--- config.mk ---
export PLATFORM = sky130hd
export DESIGN_NAME = memory_access_cycle
export DESIGN_NICKNAME = d
export VERILOG_FILES = /design/src/rtl/memory_access_cycle_pkg.sv /design/src/rtl/memory_access_cycle_store_aligner.sv /design/src/rtl/memory_access_cycle.sv
export SDC_FILE = /design/constraint.sdc
export NUM_CORES = 1
export LEC_CHECK = 0
export ABC_AREA = 0
export CAP_MARGIN = 20
export CORE_UTILIZATION = 40
export DETAILED_ROUTE_END_ITERATION = 12
export PLACE_DENSITY = 0.86
export SYNTH_ARGS = -nofsm -noshare
export SYNTH_HDL_FRONTEND = slang
export SYNTH_SLANG_ARGS = --single-unit
--- constraint.sdc ---
create_clock -name clk -period 3.4 [get_ports clk]
set_input_delay 0.68 -clock clk [delete_from_list [all_inputs] [get_ports clk]]
set_output_delay 0.68 -clock clk [all_outputs]
set_load 0.02 [all_outputs]
--- src/rtl/memory_access_cycle_pkg.sv ---
// Shared constants for the MEM stage: FSM state encodings, load/store size codes,
// the stage control bundle and the misalignment predicate.
package memory_access_cycle_pkg;

  localparam int XLEN_DEF = 32;

  localparam logic [1:0] ST_IDLE = 2'd0;
  localparam logic [1:0] ST_REQ  = 2'd1;
  localparam logic [1:0] ST_RESP = 2'd2;
  localparam logic [1:0] ST_DONE = 2'd3;

  localparam logic [2:0] F3_B = 3'b000;
  localparam logic [2:0] F3_H = 3'b001;
  localparam logic [2:0] F3_W = 3'b010;

  typedef struct packed {
    logic valid;
    logic regwrite;
    logic memread;
    logic memwrite;
    logic jtype;
  } mem_ctrl_t;

  // Halfwords need an even address, words a multiple of four; bit 2 (unsigned) is ignored.
  function automatic logic is_misaligned(input logic [2:0] funct3, input logic [1:0] addr_lo);
    logic mis;
    case ({1'b0, funct3[1:0]})
      F3_H:    mis = addr_lo[0];
      F3_W:    mis = (addr_lo != 2'b00);
      default: mis = 1'b0;
    endcase
    return mis;
  endfunction

endpackage

--- src/rtl/memory_access_cycle_store_aligner.sv ---
// Store lane steering: replicates byte/half data across the word and builds byte enables.
module memory_access_cycle_store_aligner
  import memory_access_cycle_pkg::*;
(
  input  logic [2:0]  funct3,
  input  logic [1:0]  addr_lo,
  input  logic [31:0] data,
  output logic [31:0] wdata,
  output logic [3:0]  wstrb
);

  // Size decode; anything that is not B or H is treated as a full word.
  always_comb begin
    wdata = data;
    wstrb = 4'hF;
    case ({1'b0, funct3[1:0]})
      F3_B: begin
        wdata = {4{data[7:0]}};
        wstrb = 4'b0001 << addr_lo;
      end
      F3_H: begin
        wdata = {2{data[15:0]}};
        wstrb = 4'b0011 << {addr_lo[1], 1'b0};
      end
      default: begin
        wdata = data;
        wstrb = 4'hF;
      end
    endcase
  end

endmodule

--- src/rtl/memory_access_cycle.sv ---
// MEM pipeline stage: stage register, req/gnt/rvalid data-memory FSM and *M outputs to writeback.
// Define MISALIGN_TRAP_EN to trap misaligned H/W accesses (no request, MisalignM pulse).
module memory_access_cycle
  import memory_access_cycle_pkg::*;
#(
  parameter int XLEN  = XLEN_DEF,
  parameter int SEL_W = 6,
  parameter int RA_W  = 5
) (
  input  logic             clk,
  input  logic             reset_n,
  input  logic             ValidE,
  input  logic             RegWriteE,
  input  logic             MemReadE,
  input  logic             MemWriteE,
  input  logic             JtypeE,
  input  logic [XLEN-1:0]  ALUOutE,
  input  logic [XLEN-1:0]  StoreDataE,
  input  logic [SEL_W-1:0] ALUSelectE,
  input  logic [RA_W-1:0]  WriteAddressE,
  input  logic             FlushM,
  output logic             StallM,
  output logic             dmem_req,
  output logic             dmem_we,
  output logic [XLEN-1:0]  dmem_addr,
  output logic [XLEN-1:0]  dmem_wdata,
  output logic [3:0]       dmem_wstrb,
  input  logic             dmem_gnt,
  input  logic             dmem_rvalid,
  input  logic [XLEN-1:0]  dmem_rdata,
  output logic             RegWriteM,
  output logic             MemReadM,
  output logic             JtypeM,
  output logic [XLEN-1:0]  ALUOutM,
  output logic [XLEN-1:0]  DataMemOutM,
`ifdef MISALIGN_TRAP_EN
  output logic             MisalignM,
`endif
  output logic [SEL_W-1:0] ALUSelectM,
  output logic [RA_W-1:0]  WriteAddressM
);

  logic [1:0]       state_q, state_d;
  mem_ctrl_t        ctrl_q, ctrl_d;
  logic [XLEN-1:0]  alu_q, alu_d, sdata_q, sdata_d, rdata_q, rdata_d;
  logic [SEL_W-1:0] sel_q, sel_d;
  logic [RA_W-1:0]  rd_q, rd_d;
  logic             kill_q, kill_d;
  logic             stall_s, mem_op_e_s;
  logic [31:0]      al_wdata_s;
  logic [3:0]       al_wstrb_s;
`ifdef MISALIGN_TRAP_EN
  logic             misalign_q, misalign_d, mis_e_s;
`endif

  // Next-state for the FSM and stage register; capture only happens in IDLE/DONE.
  always_comb begin
    state_d    = state_q;
    ctrl_d     = ctrl_q;
    alu_d      = alu_q;
    sdata_d    = sdata_q;
    sel_d      = sel_q;
    rd_d       = rd_q;
    rdata_d    = rdata_q;
    kill_d     = kill_q;
    stall_s    = (state_q == ST_REQ) | (state_q == ST_RESP);
    mem_op_e_s = ValidE & (MemReadE | MemWriteE) & ~FlushM;
`ifdef MISALIGN_TRAP_EN
    misalign_d = misalign_q;
    mis_e_s    = mem_op_e_s & is_misaligned(ALUSelectE[2:0], ALUOutE[1:0]);
`endif
    case (state_q)
      ST_IDLE, ST_DONE: begin
        alu_d   = ALUOutE;
        sdata_d = StoreDataE;
        sel_d   = ALUSelectE;
        rd_d    = WriteAddressE;
        kill_d  = 1'b0;
        if (ValidE && !FlushM) begin
          ctrl_d = '{valid: 1'b1, regwrite: RegWriteE, memread: MemReadE,
                     memwrite: MemWriteE, jtype: JtypeE};
        end else begin
          ctrl_d = '0;
        end
`ifdef MISALIGN_TRAP_EN
        misalign_d = mis_e_s;
        if (mis_e_s) begin
          state_d = ST_DONE;
        end else if (mem_op_e_s) begin
          state_d = ST_REQ;
        end else begin
          state_d = ST_IDLE;
        end
`else
        if (mem_op_e_s) begin
          state_d = ST_REQ;
        end else begin
          state_d = ST_IDLE;
        end
`endif
      end
      ST_REQ: begin
        // Once granted the access cannot be recalled; a flush only discards its result.
        if (dmem_gnt) begin
          if (ctrl_q.memwrite) begin
            if (FlushM) begin
              state_d = ST_IDLE;
              ctrl_d  = '0;
            end else begin
              state_d = ST_DONE;
            end
          end else begin
            state_d = ST_RESP;
            kill_d  = FlushM;
          end
        end else if (FlushM) begin
          state_d = ST_IDLE;
          ctrl_d  = '0;
        end else begin
          state_d = ST_REQ;
        end
      end
      ST_RESP: begin
        if (dmem_rvalid) begin
          if (kill_q || FlushM) begin
            state_d = ST_IDLE;
            ctrl_d  = '0;
          end else begin
            rdata_d = dmem_rdata;
            state_d = ST_DONE;
          end
        end else begin
          kill_d = kill_q | FlushM;
        end
      end
      default: begin
        state_d = ST_IDLE;
        ctrl_d  = '0;
      end
    endcase
  end

  // Stage and FSM registers.
  always_ff @(posedge clk or negedge reset_n) begin
    if (!reset_n) begin
      state_q    <= ST_IDLE;
      ctrl_q     <= '0;
      alu_q      <= '0;
      sdata_q    <= '0;
      sel_q      <= '0;
      rd_q       <= '0;
      rdata_q    <= '0;
      kill_q     <= 1'b0;
`ifdef MISALIGN_TRAP_EN
      misalign_q <= 1'b0;
`endif
    end else begin
      state_q    <= state_d;
      ctrl_q     <= ctrl_d;
      alu_q      <= alu_d;
      sdata_q    <= sdata_d;
      sel_q      <= sel_d;
      rd_q       <= rd_d;
      rdata_q    <= rdata_d;
      kill_q     <= kill_d;
`ifdef MISALIGN_TRAP_EN
      misalign_q <= misalign_d;
`endif
    end
  end

  memory_access_cycle_store_aligner u_store_aligner (
    .funct3  (sel_q[2:0]),
    .addr_lo (alu_q[1:0]),
    .data    (sdata_q[31:0]),
    .wdata   (al_wdata_s),
    .wstrb   (al_wstrb_s)
  );

  assign StallM        = stall_s;
  assign dmem_req      = (state_q == ST_REQ);
  assign dmem_we       = ctrl_q.memwrite;
  assign dmem_addr     = {alu_q[XLEN-1:2], 2'b00};
  assign dmem_wdata    = al_wdata_s;
  assign dmem_wstrb    = ctrl_q.memwrite ? al_wstrb_s : 4'b0000;
  assign MemReadM      = ctrl_q.memread;
  assign JtypeM        = ctrl_q.jtype;
  assign ALUOutM       = alu_q;
  assign DataMemOutM   = rdata_q;
  assign ALUSelectM    = sel_q;
  assign WriteAddressM = rd_q;
`ifdef MISALIGN_TRAP_EN
  assign MisalignM     = misalign_q;
  assign RegWriteM     = ctrl_q.valid & ctrl_q.regwrite & ~misalign_q &
                         ((state_q == ST_IDLE) | (state_q == ST_DONE));
`else
  assign RegWriteM     = ctrl_q.valid & ctrl_q.regwrite &
                         ((state_q == ST_IDLE) | (state_q == ST_DONE));
`endif

endmodule

---- Word level (Yosys, flattened, before mapping) ----
Index checks and enable logic that the tools add are counted.
word-level totals
  register bits ........................... 115
  input port bits ......................... 117
  output and inout bits ................... 149
  word-level logic and storage cells ...... 69
operators by class
  eq/ne operators ......................... 12
  shifts and indexed selects .............. 2
  mux-type cells .......................... 23
  bitwise logic cells ..................... 10
  reduce and logical (&&, ||, !) cells .... 10
operator list
  kind                                                                     number
  32-bit one-hot mux with 2 select lines                                   1
  5-bit 2-to-1 mux                                                         7
  5-bit one-hot mux with 3 select lines                                    1
  2-bit 2-to-1 mux                                                         5
  3-bit AND reduction                                                      3
  4-bit one-hot mux with 2 select lines                                    1
  2-bit inequality test, second input constant                             3
  3-bit by 2-bit inequality test with 1-bit output, second input constant  2
  2-bit one-hot mux with 3 select lines                                    1
  1-bit 2-to-1 mux                                                         5
  5-bit AND reduction                                                      1
  1-bit AND                                                                4
  2-bit by 1-bit == test with 1-bit output, second input constant          2
  2-bit == test, second input constant                                     2
  2-bit logical NOT                                                        2
  4-bit 2-to-1 mux                                                         1
  2-bit by 1-bit inequality test with 1-bit output, second input constant  2
  1-bit OR                                                                 4
  1-bit by 2-bit left shift with 4-bit output, first input constant        1
  2-bit by 2-bit left shift with 4-bit output, first input constant        1
  3-bit inequality test, second input constant                             1
  1-bit one-hot mux with 3 select lines                                    1
  1-bit inverter                                                           2
  2-bit OR reduction                                                       1
  other kinds (3)                                                          3

---- Logic depth before layout (Yosys ltp) ----
  depth after elaboration ................. 5
  gate-level depth with buffers ........... 7
  gate-level depth less buffers ........... 6

---- Cells and area by module ----
Synthesis repeated with hierarchy kept, for this count alone.
unflattened totals
  cell total of the unflattened synthesis .. 379
  area, all modules ....................... 5271.3 um2
by module, submodules not included
  module                             instances  cells an instance  area an instance (um2)  sequential area each (um2)
  memory_access_cycle                1          319                4739.5                  2877.8
  memory_access_cycle_store_aligner  1          60                 531.8                   0.0

---- Worst setup path before layout ----
No wires, ideal clock.
  path type ............................... flip-flop to output port
  start ................................... reg sel_q[1] (netlist: ALUSelectM[1])
  end ..................................... out dmem_wdata[27]
  arrival time ............................ 1382 ps
  data required time ...................... 2720 ps
  setup slack ............................. 1338 ps
  stages on the path, launching flop included .. 4
  path buffers ............................ 2
  cells stage by stage .................... dfrtp_1 -> buf_2 -> clkbuf_1 -> o21ai_0
between the ends
  cells in the longest elaborated chain, start to end .. 2
  elaborated cells on any way between the ends .. 3
  those cells by class .................... 1 x eq/ne; 1 x mux; 1 x reduce/logical
RTL lines
  element                                                                               line                                     RTL
  from (decl)                                                                           memory_access_cycle.sv:46                logic [SEL_W-1:0] sel_q, sel_d;
  from (signal assigned)                                                                memory_access_cycle.sv:162               sel_q <= sel_d;
  2-bit by 1-bit == test with 1-bit output / 2-bit logical NOT (equally long branches)  memory_access_cycle_store_aligner.sv:16  case ({1'b0, funct3[1:0]})
  32-bit one-hot mux with 2 select lines *                                              memory_access_cycle_store_aligner.sv:16
  to (decl)                                                                             memory_access_cycle.sv:26                output logic [XLEN-1:0] dmem_wdata,
Mark *: on every way between the ends. The rest lies on a longest branch, timed or not.

---- Final worst setup path ----
  start ................................... reg sel_q[0] (netlist: ALUSelectM[0])
  end ..................................... out dmem_wdata[14]
The elaborated chain is that of the path after synthesis.

==> results.md <==
- Vias in the first global route: 3963
- Primary FF master, synth: dfrtp_1
- Sequential Area: 0.002878 mm2
- Critical Path Max Stage Delay: 0.54 ns
- CTS buffer count: 17
- Worst hold margin: around 0.3 ns
- Critical path class: flip-flop to primary output
- Multi-input gate area: between 0.0015 and 0.002 mm2
- Worst reg2reg path startpoint: state_q[0]
- Pin count of the biggest net entering global routing: 66
- PwrDens: between 500 and 600 mW/mm2
- Dpl hpwl: between 9000 and 10000 um
- Core ar.: 0.01262 mm2
- Period utilisation layout: around 85%
- Crit-path max FO: 8
- Status: finished clean
- Synth async-reset ratio: 100.0%
- Crit path max-delay family: buffers and inverters
- Die area: ~0.013 mm2
- GP Congestion: 0.7873
- Rows: 41
- Leading area contributor after synthesis: dfrtp_1
- Layout cells sized above 1: 26.12%
- First-pass GRT wire length: slightly above 20000 um
- Area share of the largest cell type after synthesis: between 50 and 60%
- DR vias/cell: between 4 and 5
- CTS tree: yes
- Worst hold path class: input port to async pin
- Gr usage total: 20.17%
- Final setup viols: 0
- Final Max Tran Viols: 0
- Reg2Reg Setup Slack: 1.63 ns
- Worst Max-Slew Pin Slew: 0.6663 ns
- Worst vdd ir: roughly 0.33 mV
- Vias post-DR: 3802
- Arrival time worst endpoint: between 2 and 2.5 ns
- Post-synthesis cell type count: 29
- Routed WL per cell: about 17 um
- CTS Hold Bufs: 0
- Critical path launch point: ALUSelectM[0]
- RSZ-0062 raised after global routing: no
- Drt total wl: between 10000 and 15000 um
- 1st-pass router iterations: 6
- Area contributors post-synth: dfrtp_1 (56%), mux2_2 (26%), buf_4 (5.9%)
- Number of port buffers: 263
- Nets: 730
- Final Skew: 0.006144 ns
- Initial core utilization: roughly two fifths
- Max Cap Viol: 0
- Syn Area/Cell: 13.66 um2
- Slowest CP cell: clkdlybuf4s50_1
- LEAKAGE: roughly 3.5 nW
- Ys Warns: 0
- Critical path, cell by cell: nor2_2 -> mux2_2 -> clkdlybuf4s50_1
- Slew headroom: 55.58%
- R2R Path End: DataMemOutM[30]
- Setup_tns: 0 ns
- Top-Level Pins: 266
- Worst path bufs/invs: 1
- Die width: 115.8 um
- Critical path capture point type: primary output
- EDFF count, synth: 0
- H-tree Lvls: 4
- Fmax: ~0.35 GHz
- Required @ worst endpoint: 2.72 ns
- Yosys reg bits: 115
- Cell area after synthesis: slightly above 0.005 mm2
- Reg2reg path depth: 6
- Critical path endpoint: dmem_wdata[14]
- # diodes: 0
- Levels on crit path: 3
- Final Hold Fails: 0
- Grt total ovfl: 0
- Iteration-0 DRC Markers: 130
- Post-synthesis cell count: approximately 380
- Clock latency on the worst-skew pair: 0.41 ns
- Clk sinks: 115
- Post-CTS Setup Bufs: 0
- Die Span Y: 115.8 um
- Fillcell total: around 950
- Crit path launch type: flip-flop
- Crit path time final: 2.888 ns
- Post_cts resized: 0
- Reg clk slew, reported paths: about 0.05 ns
- Synth-to-layout area growth: 60.88%
- Clock Path Buffers: 2
- # DRC: 0
- Initial antenna violation count: 0
- Clock root buffer: clkbuf_16
- Antenna-violating nets left: 0
- Sequential-to-total area share from yosys stat: a little under three fifths
-- per-layer routing --
metal / vias up / wire length (um) / track usage, %
li1: 1750 / - / -
met1: 1841 / 4944 / 22.54
met2: 190 / 6732 / 34.40
met3: 21 / 1225 / 7.793
met4: 0 / 252 / 8.462
met5: - / 0 / 0
-- cell type report --
class | count | area share, %
Inverter | 7 | 0.3154
Tap cell | 172 | 2.583
Clock inverter | 9 | 1.802
Multi-Input combinational cell | 201 | 22.65
Timing Repair Buffer | 269 | 32.26
Clock buffer | 23 | 5.857
Sequential cell | 115 | 34.54
-- cells in the mapped netlist, types with 2 or more instances --
library cell	number
nand2_1	18
a22o_1	2
nand2b_1	3
ha_1	2
dfrtp_1	115
o21ai_0	17
a21oi_1	4
clkbuf_1	2
buf_6	3
nand3_1	2
buf_2	11
o21a_1	3
mux2_2	121
nor2_1	3
buf_4	41
mux2_1	2
inv_1	7
mux2i_1	11
nor2b_1	2
-- kinds of logic after synthesis --
group / Yosys count / synth area share, %
AOI/OAI and AO/OA: 30 / 3.431
and+or+nand+nor: 33 / 3.262
DFF: 115 / 55.57
other: 1 / 0.07241
muxes: 134 / 28.87
adders and majority gates: 2 / 0.4831
buffers and inverters: 64 / 8.311
-- registers in the layout (all words and copies together) (netlist names) --
signal and flops:
state_q 2, DataMemOutM 32, sdata_q 32, WriteAddressM 5, kill_q 1, dmem_we 1, MemReadM 1, JtypeM 1
ALUSelectM 6, ctrl_q 2, ALUOutM 32
-- worst min path at each step --
stage                   start             end  slack, ns
2_1_floorplan         reset_n      ALUOutM[0]       0.38
3_3_place_gp   DataMemOutM[6]  DataMemOutM[6]       0.47
3_5_place_dp   DataMemOutM[6]  DataMemOutM[6]       0.48
4_1_cts               reset_n     sdata_q[20]       0.30
5_1_grt               reset_n     sdata_q[22]       0.34
6_report              reset_n     sdata_q[20]       0.30
-- worst reg2reg max path, stage by stage (launching register included) --
cell     delay [ns]
dfrtp_1        0.40
inv_1          0.10
ha_4           0.18
nand2_1        0.09
nor3_4         0.10
buf_4          0.39
mux2_2         0.40
-- cell usage in the layout (no fill, tap or decap), types with 2 or more instances in the layout --
cell type | Yosys | routed
o21ai_0 | 17 | 17
inv_1 | 7 | 7
mux2_1 | 2 | 2
nor2b_1 | 2 | 2
o21a_1 | 3 | 3
bufinv_16 | 0 | 4
nor2_1 | 3 | 3
nand2b_1 | 3 | 3
a21oi_1 | 4 | 4
clkinv_2 | 0 | 3
clkdlybuf4s50_1 | 0 | 262
clkbuf_16 | 0 | 17
clkinvlp_4 | 0 | 2
mux2i_1 | 11 | 11
nand3_1 | 2 | 2
mux2_2 | 121 | 121
conb_1 | 1 | 2
a22o_1 | 2 | 2
buf_4 | 41 | 6
clkbuf_1 | 2 | 2
dfrtp_1 | 115 | 115
clkbuf_8 | 0 | 4
nand2_1 | 18 | 18
-- report_power, final --
part           total, mW  switching, mW  internal [mW]  leakage [nW]
registers           1.60         0.0956           1.50          1.42
clock network       1.90          0.597           1.30         0.309
logic               1.06          0.476          0.588          1.79
total               4.56           1.17           3.39          3.52
-- through the flow --
| step | setup slack [ns] | total power [mW] | cell area (um2) | util, % | cells |
|---|---|---|---|---|---|
| floorplan | 1.338 | 2.155 | 5182 | - | 380 |
| global placement | 0.9544 | 2.666 | 7694 | 60.97 | 764 |
| detailed placement | 0.9477 | 2.689 | 7694 | 60.97 | 764 |
| CTS | 0.4895 | 4.614 | 8332 | 66.02 | 796 |
| global route | 0.4533 | 4.744 | 8332 | 66.02 | 796 |
| finish | 0.5116 | 4.556 | 8332 | 66.02 | 796 |
Power figures use the tool's default switching activity.
